===== src/rtl/bomber_pkg.sv =====
// Shared types and default tuning for the per-player hit/flash sequencer.
//   hit_state_t          : sequencer states (idle, flashing, dead)
//   DEFAULT_FLASH_FRAMES : frames of invulnerability after an accepted hit
//   DEFAULT_BLINK_PERIOD : frames per invert half-period
//   DEFAULT_INIT_LIVES   : lives at reset / revive
//   DEFAULT_LIVES_W      : width of the lives counter
package bomber_pkg;

  typedef enum logic [1:0] {
    ST_IDLE  = 2'd0,
    ST_FLASH = 2'd1,
    ST_DEAD  = 2'd2
  } hit_state_t;

  localparam int DEFAULT_FLASH_FRAMES = 120;
  localparam int DEFAULT_BLINK_PERIOD = 8;
  localparam int DEFAULT_INIT_LIVES   = 3;
  localparam int DEFAULT_LIVES_W      = 3;

endpackage


===== src/rtl/frame_blink_timer.sv =====
// Frame counter for the invulnerability window plus the blink half-period
// counter.
//   clk, resetN : clock, asynchronous active-low reset
//   clear       : forces both counters to zero (used outside the flash window)
//   tick        : one frame elapsed (startOfFrame qualified by !pause)
//   blink_tgl   : pulse, same cycle as the tick that completes a half-period
//   done        : pulse, same cycle as the tick that completes the window
module frame_blink_timer
  import bomber_pkg::*;
#(
  parameter int FLASH_FRAMES = DEFAULT_FLASH_FRAMES,
  parameter int BLINK_PERIOD = DEFAULT_BLINK_PERIOD
) (
  input  logic clk,
  input  logic resetN,
  input  logic clear,
  input  logic tick,
  output logic blink_tgl,
  output logic done
);

  localparam int FW = $clog2(FLASH_FRAMES + 1);
  localparam int BW = $clog2(BLINK_PERIOD + 1);

  logic [FW-1:0] frame_cnt_q, frame_cnt_d, frame_inc_s;
  logic [BW-1:0] blink_cnt_q, blink_cnt_d, blink_inc_s;
  logic          frame_hit_s, blink_hit_s;

  assign frame_inc_s = frame_cnt_q + FW'(1);
  assign blink_inc_s = blink_cnt_q + BW'(1);
  assign frame_hit_s = (frame_inc_s == FW'(FLASH_FRAMES));
  assign blink_hit_s = (blink_inc_s == BW'(BLINK_PERIOD));

  // Next-state of both counters; they clear on compare instead of wrapping.
  always_comb begin
    frame_cnt_d = frame_cnt_q;
    blink_cnt_d = blink_cnt_q;
    done        = 1'b0;
    blink_tgl   = 1'b0;
    if (clear) begin
      frame_cnt_d = '0;
      blink_cnt_d = '0;
    end else if (tick) begin
      if (frame_hit_s) begin
        // End of window wins over a coincident half-period boundary.
        frame_cnt_d = '0;
        blink_cnt_d = '0;
        done        = 1'b1;
      end else if (blink_hit_s) begin
        frame_cnt_d = frame_inc_s;
        blink_cnt_d = '0;
        blink_tgl   = 1'b1;
      end else begin
        frame_cnt_d = frame_inc_s;
        blink_cnt_d = blink_inc_s;
      end
    end else begin
      frame_cnt_d = frame_cnt_q;
      blink_cnt_d = blink_cnt_q;
    end
  end

  // Counter registers.
  always_ff @(posedge clk or negedge resetN) begin
    if (!resetN) begin
      frame_cnt_q <= '0;
      blink_cnt_q <= '0;
    end else begin
      frame_cnt_q <= frame_cnt_d;
      blink_cnt_q <= blink_cnt_d;
    end
  end

endmodule


===== src/rtl/player_hit_flash_ctrl.sv =====
// Per-player hit / invulnerability sequencer: accepts collision hits,
// blinks the sprite invert stage while invulnerable and tracks lives.
//   clk, resetN   : pixel clock, asynchronous active-low reset
//   startOfFrame  : one-cycle pulse per video frame
//   hit           : collision level, any cycle
//   pause         : freezes timers and blocks hits
//   revive        : one-cycle pulse, restart with full lives
//   invert_player : 1 = paint sprite white
//   invulnerable  : 1 while flashing
//   lives         : remaining lives
//   player_dead   : 1 once lives ran out
//   hit_ack       : one-cycle pulse per accepted hit
// All outputs are registered.
module player_hit_flash_ctrl
  import bomber_pkg::*;
#(
  parameter int FLASH_FRAMES = DEFAULT_FLASH_FRAMES,
  parameter int BLINK_PERIOD = DEFAULT_BLINK_PERIOD,
  parameter int INIT_LIVES   = DEFAULT_INIT_LIVES,
  parameter int LIVES_W      = DEFAULT_LIVES_W
) (
  input  logic               clk,
  input  logic               resetN,
  input  logic               startOfFrame,
  input  logic               hit,
  input  logic               pause,
  input  logic               revive,
  output logic               invert_player,
  output logic               invulnerable,
  output logic [LIVES_W-1:0] lives,
  output logic               player_dead,
  output logic               hit_ack
);

  hit_state_t         state_q, state_d;
  logic [LIVES_W-1:0] lives_q, lives_d;
  logic               invert_q, invert_d;
  logic               invul_q, invul_d;
  logic               dead_q, dead_d;
  logic               ack_q, ack_d;
  logic               tick_s, clear_s, blink_tgl_s, done_s;

  // Timers only run inside the flash window; a revive clears them at once.
  assign tick_s  = startOfFrame & ~pause;
  assign clear_s = revive | (state_q != ST_FLASH);

  frame_blink_timer #(
    .FLASH_FRAMES (FLASH_FRAMES),
    .BLINK_PERIOD (BLINK_PERIOD)
  ) u_timer (
    .clk       (clk),
    .resetN    (resetN),
    .clear     (clear_s),
    .tick      (tick_s),
    .blink_tgl (blink_tgl_s),
    .done      (done_s)
  );

  // Sequencer next-state: revive > pause > hit > frame counting.
  always_comb begin
    state_d  = state_q;
    lives_d  = lives_q;
    invert_d = invert_q;
    invul_d  = invul_q;
    dead_d   = dead_q;
    ack_d    = 1'b0;
    if (revive) begin
      state_d  = ST_IDLE;
      lives_d  = LIVES_W'(INIT_LIVES);
      invert_d = 1'b0;
      invul_d  = 1'b0;
      dead_d   = 1'b0;
    end else if (pause) begin
      state_d = state_q;
    end else begin
      case (state_q)
        ST_IDLE: begin
          if (hit) begin
            if (lives_q > LIVES_W'(1)) begin
              state_d  = ST_FLASH;
              lives_d  = lives_q - LIVES_W'(1);
              ack_d    = 1'b1;
              invert_d = 1'b1;
              invul_d  = 1'b1;
            end else if (lives_q == LIVES_W'(1)) begin
              state_d = ST_DEAD;
              lives_d = '0;
              ack_d   = 1'b1;
              dead_d  = 1'b1;
            end else begin
              // No lives left but not yet marked dead: settle there quietly.
              state_d = ST_DEAD;
              dead_d  = 1'b1;
            end
          end else begin
            state_d = ST_IDLE;
          end
        end
        ST_FLASH: begin
          if (done_s) begin
            state_d  = ST_IDLE;
            invert_d = 1'b0;
            invul_d  = 1'b0;
          end else if (blink_tgl_s) begin
            invert_d = ~invert_q;
          end else begin
            invert_d = invert_q;
          end
        end
        ST_DEAD: begin
          dead_d   = 1'b1;
          invert_d = 1'b0;
          invul_d  = 1'b0;
        end
        default: begin
          state_d  = ST_IDLE;
          invert_d = 1'b0;
          invul_d  = 1'b0;
          dead_d   = 1'b0;
        end
      endcase
    end
  end

  // Sequencer and output registers.
  always_ff @(posedge clk or negedge resetN) begin
    if (!resetN) begin
      state_q  <= ST_IDLE;
      lives_q  <= LIVES_W'(INIT_LIVES);
      invert_q <= 1'b0;
      invul_q  <= 1'b0;
      dead_q   <= 1'b0;
      ack_q    <= 1'b0;
    end else begin
      state_q  <= state_d;
      lives_q  <= lives_d;
      invert_q <= invert_d;
      invul_q  <= invul_d;
      dead_q   <= dead_d;
      ack_q    <= ack_d;
    end
  end

  assign invert_player = invert_q;
  assign invulnerable  = invul_q;
  assign lives         = lives_q;
  assign player_dead   = dead_q;
  assign hit_ack       = ack_q;

endmodule


===== config.mk =====
export PLATFORM = sky130hd
export DESIGN_NAME = player_hit_flash_ctrl
export DESIGN_NICKNAME = d
export VERILOG_FILES = /design/src/rtl/bomber_pkg.sv /design/src/rtl/frame_blink_timer.sv /design/src/rtl/player_hit_flash_ctrl.sv
export SDC_FILE = /design/constraint.sdc
export NUM_CORES = 1
export LEC_CHECK = 0
export ABC_AREA = 1
export BUFFER_PORTS_ARGS = -buffer_cell sky130_fd_sc_hd__buf_2
export CORE_MARGIN = 4
export CORE_UTILIZATION = 45
export DETAILED_ROUTE_END_ITERATION = 10
export PLACE_DENSITY_LB_ADDON = 0.12
export SLEW_MARGIN = 20
export SYNTH_ARGS = -nofsm -noshare
export SYNTH_HDL_FRONTEND = slang
export SYNTH_SLANG_ARGS = --single-unit

===== constraint.sdc =====
create_clock -name clk -period 2.98 [get_ports clk]
set_input_delay 0.745 -clock clk [delete_from_list [all_inputs] [get_ports clk]]
set_output_delay 0.745 -clock clk [all_outputs]
set_load 0.005 [all_outputs]

# Word level (Yosys, flattened, before mapping)
# Index checks and enable logic that the tools add are counted.
# Widths: inputs -> output; s select.
# op_classes
eq_ne	14
addsub	3
n_lt_le_gt_ge	1
n_mul	0
div_mod_pow	0
bitwise_logic	4
mux	48
n_reduce_logical	10
shift	0
# op_table
operator	n
$mux 1	26
$mux 7	3
$mux 3	6
$mux 4	4
$reduce_and 4->1	4
$ne 3x3->1 const B	4
$mux 2	5
$add 7x1->7 const B	1
$eq 7x7->1 const B	1
$pmux 2 s3	1
$reduce_bool 2->1	3
$add 4x1->4 const B	1
$eq 4x4->1 const B	1
$ne 2x1->1 const B	2
$ne 2x2->1 const B	2
$ne 4x4->1 const B	1
$pmux 1 s2	2
$eq 3x1->1 const B	1
$gt 3x1->1 const B	1
$pmux 1 s3	1
$reduce_and 3->1	1
$reduce_bool 3->1	1
$sub 3x1->3 const B	1
$eq 2x1->1 const B	1
5 further kinds	6
# totals
n_memories	0
inputBits	6
ff_bits	20
rom_bits	0
latchBits	0
word_cells	88
ramBits	0

# Logic depth before layout (Yosys ltp)
# Gate-level depths: netlist of the first run.
# logic_depth
depth_word	11
mapped_depth	13

# Hierarchy
# A second synthesis of the first run with hierarchy kept.
# unflattened
cells_unflattened	171
hier_area_um2	1335.0
# by_module_without_submodules
module	instances	seq_area_each_um2	cells_each	area_per_inst_um2
frame_blink_timer	1	275.3	90	750.7
player_hit_flash_ctrl	1	227.7	81	584.3

# Least setup slack after synthesis of the first run
# Ideal clock, no wire load.
# synth_timing
path_type	input -> register
start	input port revive
end	register invert_q (netlist: invert_player)
slack_ns	1.395
required_ns	2.864
stages	8
arrival_time_ns	1.468
setup_time_ns	0.116
n_path_buf	0
cell_sequence	nor3_4 -> inv_2 -> nor2_2 -> nor3_1 -> nand2_1 -> nor2_1 -> nand2_1 -> nand2_1
# synth_via
elab_chain_len	6
word_cells_on_any_way	12
# synth_rtl
element	line	text
start: declaration	player_hit_flash_ctrl.sv:27	input logic revive,
$or 1x1->1	player_hit_flash_ctrl.sv:45	assign clear_s = revive | (state_q != ST_FLASH);
$mux 1	frame_blink_timer.sv:40	if (clear) begin
$mux 1	player_hit_flash_ctrl.sv:100	if (done_s) begin
$pmux 1 s2	player_hit_flash_ctrl.sv:76	case (state_q)
$mux 1	player_hit_flash_ctrl.sv:73	end else if (pause) begin
$mux 1	player_hit_flash_ctrl.sv:67	if (revive) begin
end signal: assignment	player_hit_flash_ctrl.sv:137	invert_q <= invert_d;
end: declaration	player_hit_flash_ctrl.sv:37	logic invert_q, invert_d;
# Parallel ways exist; a longest one is shown, timed or not. The select of a mux whose other input is x is not followed.
# A chain may end at the register's enable or synchronous reset.

# Final worst setup path of the first run
# layout_timing
start	register lives_q[0] (netlist: lives[0])
end	output port lives[0]
# layout_rtl
element	line	text
start: declaration	player_hit_flash_ctrl.sv:36	logic [LIVES_W-1:0] lives_q, lives_d;
start signal: assignment	player_hit_flash_ctrl.sv:129	lives_q <= LIVES_W'(INIT_LIVES);
start signal: assignment	player_hit_flash_ctrl.sv:136	lives_q <= lives_d;
end: declaration	player_hit_flash_ctrl.sv:30	output logic [LIVES_W-1:0] lives,
# No word-level cell between the ends.

==> impl_results.md, run 1 <==
* Status: finished clean
* Syn nets at 160
* DIE AREA at ~3400 sq um
* Overflow after GRT at 0
* Num rows at 18
* Pwr/cell area at around 640 nW/um^2
* Clk sinks at 20
* CP Capture Type: output pin
* Nature of the critical path startpoint: flip-flop
* Hold Vio Cnt, Final at 0
* PortBufs at 12
* First-pass GRT wire length at a little over 4000 um
* Tcrit/Tclk final at about three fifths
* Final antenna-violating net count at 0
* Crit Path Max Fanout at 4
* Number of max-cap violations at 0
* Global Route Usage Sum at between 15 and 20%
* Worst Path Arrival at slightly below 1 ns
* Die Ht at about 59 um
* Crit Path Category: flip-flop to output pin
* Deepest clock path buffer count at 2
* Global placer's final weighted congestion at ~0.81
* M1 GR Usage at roughly a fifth
* Synth warn at 0
* Count leader, synth: nand2_1
* Drt drc at 0
* Initial Utilization at 46.8%
* Hold crit path type: primary input to asynchronous set/reset pin
* VDD IR-drop max at between 0.0003 and 0.0004 V
* Cell area after layout at about 1300 sq um
* Pin count of the biggest net entering global routing at 21
* H-tree depth at 1
* Leading area contributor after synthesis: dfrtp_1
* Met2 usage at a little over a quarter
* Clock root cell: clkbuf_4
* Crit path buf inv count at 1
* Layout Utilization at about 53%
* Postcts setup bufs at 0
* Minimum clock period at between 1.5 and 2 ns
* Most used routing layer: met2
* DP Wirelength at 1800 um
* Via count at a little over 1000
* Initial antenna violation count at 0
* Seq cells post-synth at 20
* Core ar. at between 2000 and 2500 sq um
* Avg Synthesized Cell Area at roughly 7.7 sq um
* Slew headroom at 70.1%
* Ant diodes at 0
* Nets at approximately 180
* CTS Hold Bufs at 0
* Yosys cell types at 24
* Cell area after placement at roughly 1200 sq um
* Top cells by count, synth: 44 x nand2_1, 18 x dfrtp_1, 17 x inv_1
* Most used DFF post-synth: dfrtp_1
* Post-synth EDFFs at 0
* CTS Buf Count at 3
* CP required at approximately 2.2 ns
* Mapped cell area at ~1100 sq um
* Unrepaired setup endpoints after global routing: no
* Layout cells sized above 1 at a little over a fifth
* Vias in the first global route at between 900 and 1000
* Peak Freq at 0.575 GHz
* Clk slew on worst S/H paths at roughly 0.12 ns
* WL final at around 2300 um
* Cell count after synthesis at 150
* Clk_lat worst skew at a little over 0.3 ns
* Mean number of vias per cell at ~5.2
* Seq/Total Area, Yosys at 43.7%
* Layout area overhead at 13.1%
* Slowest CP cell: dfstp_2
* Setup tns final at 0 ns
* DR iter-0 viols at 23
* Crit path max-delay family: flip-flops
* CTS tree: built
* DRT Pass-1 Iters at 4
* Top-area cell type share of the netlist area at just under 40%
* Post-CTS sizing at 0
* DIE WIDTH at approximately 59 um
* Leakage at approximately 0.65 nW
* Avg WL per Cell at around 12 um
* Clock Skew at about 0.016 ns
* Boundary Pins at 13
* Setup violations, final at 0
* Slew Limit Fails at 0
* Worst Max-Slew Pin Slew at roughly 0.45 ns
* Async SR Flop Fraction at 100%
* Top cells by area, synth: dfrtp_1 39%, nand2_1 14%, inv_1 5.5%
* Max incr delay on CP at between 0.5 and 0.6 ns
* Critical-path cell list: buf_2
* GR Layer Usage met3 at around 2.0%
## metrics by stage
stage	hold slack, ns	std cells	worst slack, ns	power, mW
global placement	0.453	192	1.14	0.617
floorplan	0.449	150	1.40	0.536
finish	0.358	196	1.24	0.833
global route	0.377	196	1.10	0.909
CTS	0.366	196	1.23	0.845
detailed placement	0.454	192	1.08	0.621
## worst paths after layout
kind / from / to / slack, ns / cells past startpoint
min reg2reg: player_dead$_DFFE_PN0P_ / player_dead$_DFFE_PN0P_ / 0.48 / 2
min: resetN / u_timer.frame_cnt_q[6]$_DFFE_PN0P_ / 0.36 / 1
min in group clk: player_dead$_DFFE_PN0P_ / player_dead$_DFFE_PN0P_ / 0.48 / 2
max reg2reg: u_timer.frame_cnt_q[1]$_DFFE_PN0P_ / u_timer.blink_cnt_q[2]$_DFFE_PN0P_ / 1.31 / 12
max in group asynchronous: resetN / lives[0]$_DFFE_PN1P_ / 2.28 / 1
max: lives[0]$_DFFE_PN1P_ / lives[0] / 1.24 / 1
## layout by cell type, fill, tap and decap left out, types with 2 or more instances in the layout
master / instances
buf_2: 12
clkbuf_4: 3
dfrtp_1: 18
dfstp_2: 2
ha_1: 4
inv_1: 17
inv_2: 5
nand2_1: 44
nand2_2: 5
nand3_1: 9
nor2_1: 10
nor2_2: 5
nor3_1: 2
o21ai_0: 4
o21ai_1: 8
o22ai_1: 6
xor2_1: 2
## layout make-up
cell class	count	area [sq um]
clock buffer	3	22.5
clock inverter	1	30.0
fill	243	1150
inverter	22	82.6
multi-input combinational	108	564
sequential	20	503
tap	30	37.5
timing repair buffer	12	60.1
## where the power goes
group          switching [mW]  internal (mW)
logic                   0.164         0.0935
clock network          0.0856          0.136
registers              0.0342          0.320
## sequential cells by signal, indices dropped and copies added, names as in the netlist
signal               cells
invulnerable             1
state_q                  2
u_timer.blink_cnt_q      4
hit_ack                  1
invert_player            1
player_dead              1
lives                    3
u_timer.frame_cnt_q      7
## kinds of logic after synthesis
group	Yosys count	synth area share [%]
and+or+nand+nor	78	30.8
adders and majority gates	4	4.35
DFF	20	43.7
AOI/OAI and AO/OA	23	11.6
xor gates and xnor gates	3	2.29
buffers and inverters	22	7.18
## layer usage
metal,up-vias,wire [um]
li1,522,-
met1,476,1010
met2,14,1130
met3,4,88
met4,0,28
met5,-,0
Power figures use the tool's default switching activity.
==> run 2: changes to the inputs <==
- ABC_AREA: 1 -> 0
- clock period: 2.98 -> 1.45 ns (I/O delays scaled with it)
==> impl_results.md, run 2 <==
* Via count at 1265 (+25%)
* Nets at 201 (+14%)
* Logic pwr share at 26.3% (-4.6 points)
* Layout cells sized above 1 at 47.9% (+27 points)
* Minimum clock period at ~1.8 ns
* Clk_lat worst skew at 0.31 ns (about the same)
* CP required at 1.66 ns (-0.58 ns)
* Status: complete, but fails checks
* Setup violations, final at 15 (+15)
* Unrepaired setup endpoints after global routing: yes
* Drt drc at 0 (unchanged)
* Initial Utilization at 46.5% (-0.34 points)
* Worst Path Arrival at 2.04 ns (+1.05 ns)
* Seq/Total Area, Yosys at 39.6% (-4.2 points)
* Switching Share at 30.1% (-4.0 points)
* DIE WIDTH at 61.2 um (+4.4%)
* Slew Limit Fails at 0 (unchanged)
* H-tree depth at 1 (unchanged)
* Async SR Flop Fraction at 100% (unchanged)
* Leading area contributor after synthesis: dfrtp_1
* PortBufs at 12 (unchanged)
* Count leader, synth: nand2_1
* Final WS setup at -0.379 ns (-1.62 ns)
* Post-synth EDFFs at 0 (unchanged)
* Reg power frac at 47.8% (+5.3 points)
* Commonest non-fill, non-tap cell in the layout: buf_4
* Mapped cell area at 1270 sq um (+11%)
* Slew headroom at 59.8% (-10 points)
* Fin Hold WS at -0.0155 ns (-0.373 ns)
* Clk sinks at 20 (unchanged)
* Mean number of vias per cell at 5.72 (+10%)
* Top-area cell type share of the netlist area at 35.4% (-3.7 points)
* Clk slew on worst S/H paths at 0.13 ns (about the same)
* Final antenna-violating net count at 0 (unchanged)
* Top cells by count, synth: 21 x nand2_1, 18 x dfrtp_1, 13 x inv_1
* CTS Buf Count at 3 (unchanged)
* Worst Max-Slew Pin Slew at 0.600 ns (+0.152 ns)
* P_int at 0.913 mW (+66%)
* Psw at 0.392 mW (+38%)
* Crit Path Max Fanout at 5 (+1)
* Most used DFF post-synth: dfrtp_1
* Boundary Pins at 13 (unchanged)
* Clock Skew at 0.0135 ns (-0.00208 ns)
* Top cells by area, synth: dfrtp_1 35%, nand2_1 6.2%, a21oi_1 4.3%
* DP Wirelength at 2490 um (+39%)
* Most frequent cells in the layout: 32 x buf_4, 19 x nand2_1, 18 x dfrtp_1
* Overflow after GRT at 0 (unchanged)
* Ant diodes at 0 (unchanged)
* CTS tree: built
* Most flop-heavy register: u_timer.frame_cnt_q
* Synth warn at 0 (unchanged)
* Number of max-cap violations at 0 (unchanged)
* WL final at 3530 um (+56%)
* Peak Freq at 0.547 GHz
* Clock power share at 25.9% (-0.7 points)
* Setup tns final at -3.75 ns (-3.75 ns)
* Clock root cell: clkbuf_4
* VDD IR-drop max at 0.000580 V (+55%)
* First-pass GRT wire length at 5760 um (+39%)
* DIE AREA at 3740 sq um (+9.1%)
* DRT Pass-1 Iters at 4 (unchanged)
* Cell count after synthesis at 144 (-4.0%)
* Vias in the first global route at 1284 (+32%)
* Hold crit path type: primary input to asynchronous set/reset pin
* Initial antenna violation count at 0 (unchanged)
* Pwr/cell area at 714 nW/um^2 (+11%)
* Setup WS pre-CTS at -0.380 ns (-1.46 ns)
* Yosys cell types at 43 (+79%)
* Hold Vio Cnt, Final at 11 (+11)
* CP Capture Type: flip-flop
* DR iter-0 viols at 52 (+130%)
* Tcrit/Tclk final at 126%
* Die Ht at 61.2 um (+4.4%)
* Syn nets at 154 (-3.8%)
* Pin count of the biggest net entering global routing at 21 (unchanged)
* Max reg flops at 7 (unchanged)
* Global Route Usage Sum at 20.5% (+4.5 points)
* Layout area overhead at 43.8%
* Failing checks: hold timing, setup timing
* Global placer's final weighted congestion at 0.846 (+4.9%)
* Nature of the critical path startpoint: flip-flop
* Seq cells post-synth at 20 (unchanged)
* Avg WL per Cell at 16.0 um (+39%)
* Num rows at 19 (+1)
* Leakage at 0.763 nW (+17%)
* Deepest clock path buffer count at 2 (unchanged)
* Tot Pwr at 1.30 mW (+57%)
* Avg Synthesized Cell Area at 8.83 sq um (+15%)
* Core ar. at 2730 sq um (+11%)
* Crit Path Category: flip-flop to flip-flop
[run 2: changes by cell type in the layout (fill, tap and decap cells not counted), moves of 5 or more]
cell	change
a21oi_2	+5
o21ai_1	-7
buf_6	+6
nor2_1	-6
nand2_1	-25
nand3_1	-5
inv_1	-6
a21oi_1	+5
buf_4	+32
[run 2: logic make-up after synthesis]
kind of cell,after synthesis,share of synthesized area (%)
DFF,20,39.6
buffers and inverters,19,7.28
AOI/OAI and AO/OA,42,24.3
adders and majority gates,4,3.94
xor gates and xnor gates,2,1.38
and+or+nand+nor,56,22.7
muxes,1,0.787
[run 2: area by class of cell]
class	count	area [sq um]
fillers	228	906
repair buffers	48	358
multi-input cells	105	843
clock buffers	4	36.3
flip-flops and latches	20	503
well taps	31	38.8
inverters	13	48.8
[run 2: critical path, stage by stage (launching register included)]
cell	delay [ns]
dfrtp_1	0.41
ha_2	0.20
a21o_1	0.16
a311oi_2	0.31
o311ai_4	0.16
or2_1	0.26
a31o_2	0.24
[run 2: path summary, 6_finish.rpt]
path,end,depth (start not counted),slack (ns),from
max in group asynchronous,lives[1]$_DFFE_PN1P_,1,1.10,resetN
setup reg to reg,invulnerable$_DFFE_PN0P_,6,-0.38,u_timer.frame_cnt_q[1]$_DFFE_PN0P_
hold / removal,u_timer.blink_cnt_q[0]$_DFFE_PN0P_,1,-0.02,resetN
min in group clk,player_dead$_DFFE_PN0P_,3,0.41,revive
hold reg to reg,invert_player$_DFFE_PN0P_,2,0.58,invert_player$_DFFE_PN0P_
setup / recovery,invulnerable$_DFFE_PN0P_,6,-0.38,u_timer.frame_cnt_q[1]$_DFFE_PN0P_
[run 2: power groups by stage]
stage,Combinational [mW],Clock [mW],Sequential [mW]
2_1_floorplan,0.140,0,0.629
3_3_place_gp,0.266,0,0.630
4_1_cts,0.307,0.349,0.621
6_report,0.343,0.338,0.624
5_1_grt,0.378,0.376,0.628
3_5_place_dp,0.272,0,0.630
[run 2: layer usage]
metal / GRT usage, % / vias up / routed length [um]
li1: - / 614 / -
met1: 24.2 / 629 / 1480
met2: 37.9 / 20 / 1930
met3: 2.52 / 2 / 96
met4: 6.81 / 0 / 20
met5: 0 / - / 0
[run 2: stage by stage]
step,utilization [%],cell area [sq um],std cells
global route,66.9,1830,221
floorplan,-,1290,144
finish,66.9,1830,221
detailed placement,58.1,1590,213
CTS,63.5,1740,220
global placement,58.1,1590,213
[run 2: repair_timing]
item                                    in CTS  in global routing
gates resized for setup                     19                 21
hold endpoints to repair                     0                  0
hold buffers                                 0                  0
endpoints found under the setup margin      16                 18
pin swaps                                   18                  7
buffers inserted                             3                  2
==> run 3: changes to the inputs <==
- CORE_MARGIN: 4 -> unset
- REMOVE_ABC_BUFFERS: unset -> 1
==> impl_results.md, run 3 (synthesized netlist as in run 2, its figures left out) <==
* Avg WL per Cell at 15.1 um (-5.2%)
* Commonest non-fill, non-tap cell in the layout: buf_4
* Clock Skew at 0.00227 ns (-0.0112 ns)
* Deepest clock path buffer count at 2 (unchanged)
* Most flop-heavy register: u_timer.frame_cnt_q
* CP required at 1.65 ns (about the same)
* Worst Max-Slew Pin Slew at 0.567 ns (-0.0333 ns)
* Clk slew on worst S/H paths at 0.12 ns (about the same)
* PortBufs at 12 (unchanged)
* CP Capture Type: flip-flop
* R2R setup slack at -0.43 ns (-0.05 ns)
* Initial antenna violation count at 0 (unchanged)
* H-tree depth at 1 (unchanged)
* Critical-path cell list: ha_2, a21o_1, a311oi_2, o311ai_4, buf_4, a31oi_1, o22ai_2
* Num rows at 18 (-1)
* Max incr delay on CP at 0.40 ns (about the same)
* Layout cells sized above 1 at 47.2% (-0.66 points)
* Nets at 210 (+4.5%)
* Clk_lat worst skew at 0.31 ns (about the same)
* Worst Path Arrival at 2.08 ns (+0.04 ns)
* Cells after DPL at 219 (+2.8%)
* DP Wirelength at 2410 um (-3.5%)
* Slew Limit Fails at 0 (unchanged)
* Pwr/cell area at 707 nW/um^2 (-0.95%)
* Max reg flops at 7 (unchanged)
* Hold Vio Cnt, Final at 0 (-11)
* DIE AREA at 3040 sq um (-19%)
* Tcrit/Tclk final at 130% (+3.7 points)
* Final antenna-violating net count at 0 (unchanged)
* Setup violations, final at 15 (unchanged)
* R2r endpoint: u_timer.blink_cnt_q[2]$_DFFE_PN0P_
* DIE WIDTH at 55.2 um (-9.8%)
* Overflow after GRT at 0 (unchanged)
* Unrepaired setup endpoints after global routing: yes
* Global placer's final weighted congestion at 0.845 (-0.17%)
* Slew headroom at 62.1% (+2.2 points)
* Ant diodes at 0 (unchanged)
* CTS Buf Count at 3 (unchanged)
* Leakage at 0.816 nW (+6.9%)
* Die Ht at 55.2 um (-9.8%)
* Vias in the first global route at 1199 (-6.6%)
* Global Route Usage Sum at 25.7% (+5.2 points)
* Hold Path Origin: startOfFrame
* Hold crit path type: primary input to flip-flop
* Minimum clock period at 1.88 ns (+0.0540 ns)
* Status: complete, but fails checks
* Hold endpoint: u_timer.blink_cnt_q[1]$_DFFE_PN0P_
* Initial Utilization at 49.5% (+3.0 points)
* Pin count of the biggest net entering global routing at 21 (unchanged)
* Crit path buf inv count at 1 (+1)
* DRT Pass-1 Iters at 4 (unchanged)
* Crit Path Category: flip-flop to flip-flop
* WL final at 3460 um (-1.8%)
* Failing checks: setup timing
* Mean number of vias per cell at 5.75 (+0.47%)
* Crit path max-delay family: compound AO/OA/AOI/OAI gates
* Layout area overhead at 48.2%
* Final WS setup at -0.433 ns (-0.0540 ns)
* Via count at 1317 (+4.1%)
* Most frequent cells in the layout: 36 x buf_4, 20 x nand2_1, 18 x dfrtp_1
* RR Startpoint: u_timer.frame_cnt_q[0]$_DFFE_PN0P_
* Boundary Pins at 13 (unchanged)
* Drt drc at 0 (unchanged)
* Number of max-cap violations at 0 (unchanged)
* R2R cell count at 7 (+1)
* CTS tree: built
* First-pass GRT wire length at 5430 um (-5.7%)
* Nature of the critical path startpoint: flip-flop
* DR iter-0 viols at 40 (-23%)
* Peak Freq at 0.531 GHz (-2.9%)
* Clock root cell: clkbuf_4
* Crit Path Max Fanout at 8 (+3)
* Clk sinks at 20 (unchanged)
* Slowest CP cell: dfrtp_1
* Setup WS pre-CTS at -0.444 ns (-0.0644 ns)
* Worst hold path depth at 4
* Post-Layout Cell Count at 229 (+3.6%)
* VDD IR-drop max at 0.000640 V (+10%)
* Core ar. at 2570 sq um (-6.1%)
==> run 3: changes by cell type in the layout (fill, tap and decap cells not counted), sizes merged <==
| cell | before | now |
|---|---|---|
| buf | 48 | 56 |
| dlygate4sd3 | 0 | 1 |
==> run 3: how the worst max path moves through the flow <==
stage | start | endpoint | slack (ns) | depth (start not counted)
after floorplan | u_timer.frame_cnt_q[0]$_DFFE_PN0P_ | invulnerable$_DFFE_PN0P_ | -0.47 | 6
after detailed placement | u_timer.frame_cnt_q[0]$_DFFE_PN0P_ | invulnerable$_DFFE_PN0P_ | -0.44 | 6
final | u_timer.frame_cnt_q[0]$_DFFE_PN0P_ | u_timer.blink_cnt_q[2]$_DFFE_PN0P_ | -0.43 | 7
after CTS | u_timer.frame_cnt_q[1]$_DFFE_PN0P_ | invulnerable$_DFFE_PN0P_ | -0.42 | 6
after global routing | u_timer.frame_cnt_q[0]$_DFFE_PN0P_ | u_timer.blink_cnt_q[2]$_DFFE_PN0P_ | -0.48 | 7
after global placement | u_timer.frame_cnt_q[0]$_DFFE_PN0P_ | invulnerable$_DFFE_PN0P_ | -0.39 | 6
==> run 3: final cells by class <==
cell class | count | area, sq um
inverter | 13 | 48.8
clock buffer | 4 | 36.3
timing repair buffer | 57 | 443
fill | 199 | 683
tap | 30 | 37.5
sequential | 20 | 503
multi-input combinational | 105 | 816
==> run 3: what timing repair did <==
item                                    in CTS  in global routing
hold buffers                                 1                  0
endpoints found under the setup margin      17                 20
gates resized for setup                     23                 20
setup buffers                                4                  4
pin swaps                                   10                 17
endpoints found under the hold margin       18                  0
==> run 3: metal layers <==
layer | global-route usage, % | part of all wire [%]
met1 | 36.0 | 46
met2 | 41.0 | 49
met3 | 3.28 | 3.3
met4 | 7.50 | 1.5
met5 | 0 | 0
==> run 3: power breakdown <==
group | total (mW) | internal [mW] | switching, mW | leakage (nW)
logic | 0.376 | 0.187 | 0.189 | 0.528
registers | 0.617 | 0.593 | 0.0243 | 0.266
clock network | 0.339 | 0.153 | 0.186 | 0.0210
==> run 3: worst register-to-register path, stage by stage (launching register included) <==
cell	delay, ns
dfrtp_1	0.40
ha_2	0.19
a21o_1	0.16
a311oi_2	0.36
o311ai_4	0.16
buf_4	0.21
a31oi_1	0.20
o22ai_2	0.10
==> run 3: stage by stage <==
step                      total power, mW  utilization, %  cell area, sq um  setup TNS [ns]  hold WS (ns)
after global routing                 1.40            73.4              1880           -6.06         0.414
final                                1.33            73.4              1880           -5.08         0.408
after floorplan                     0.751               -              1230           -3.64        0.0669
after global placement              0.902            63.0              1620           -4.06         0.338
after detailed placement            0.908            63.0              1620           -4.81         0.339
after CTS                            1.29            69.4              1780           -4.49         0.400
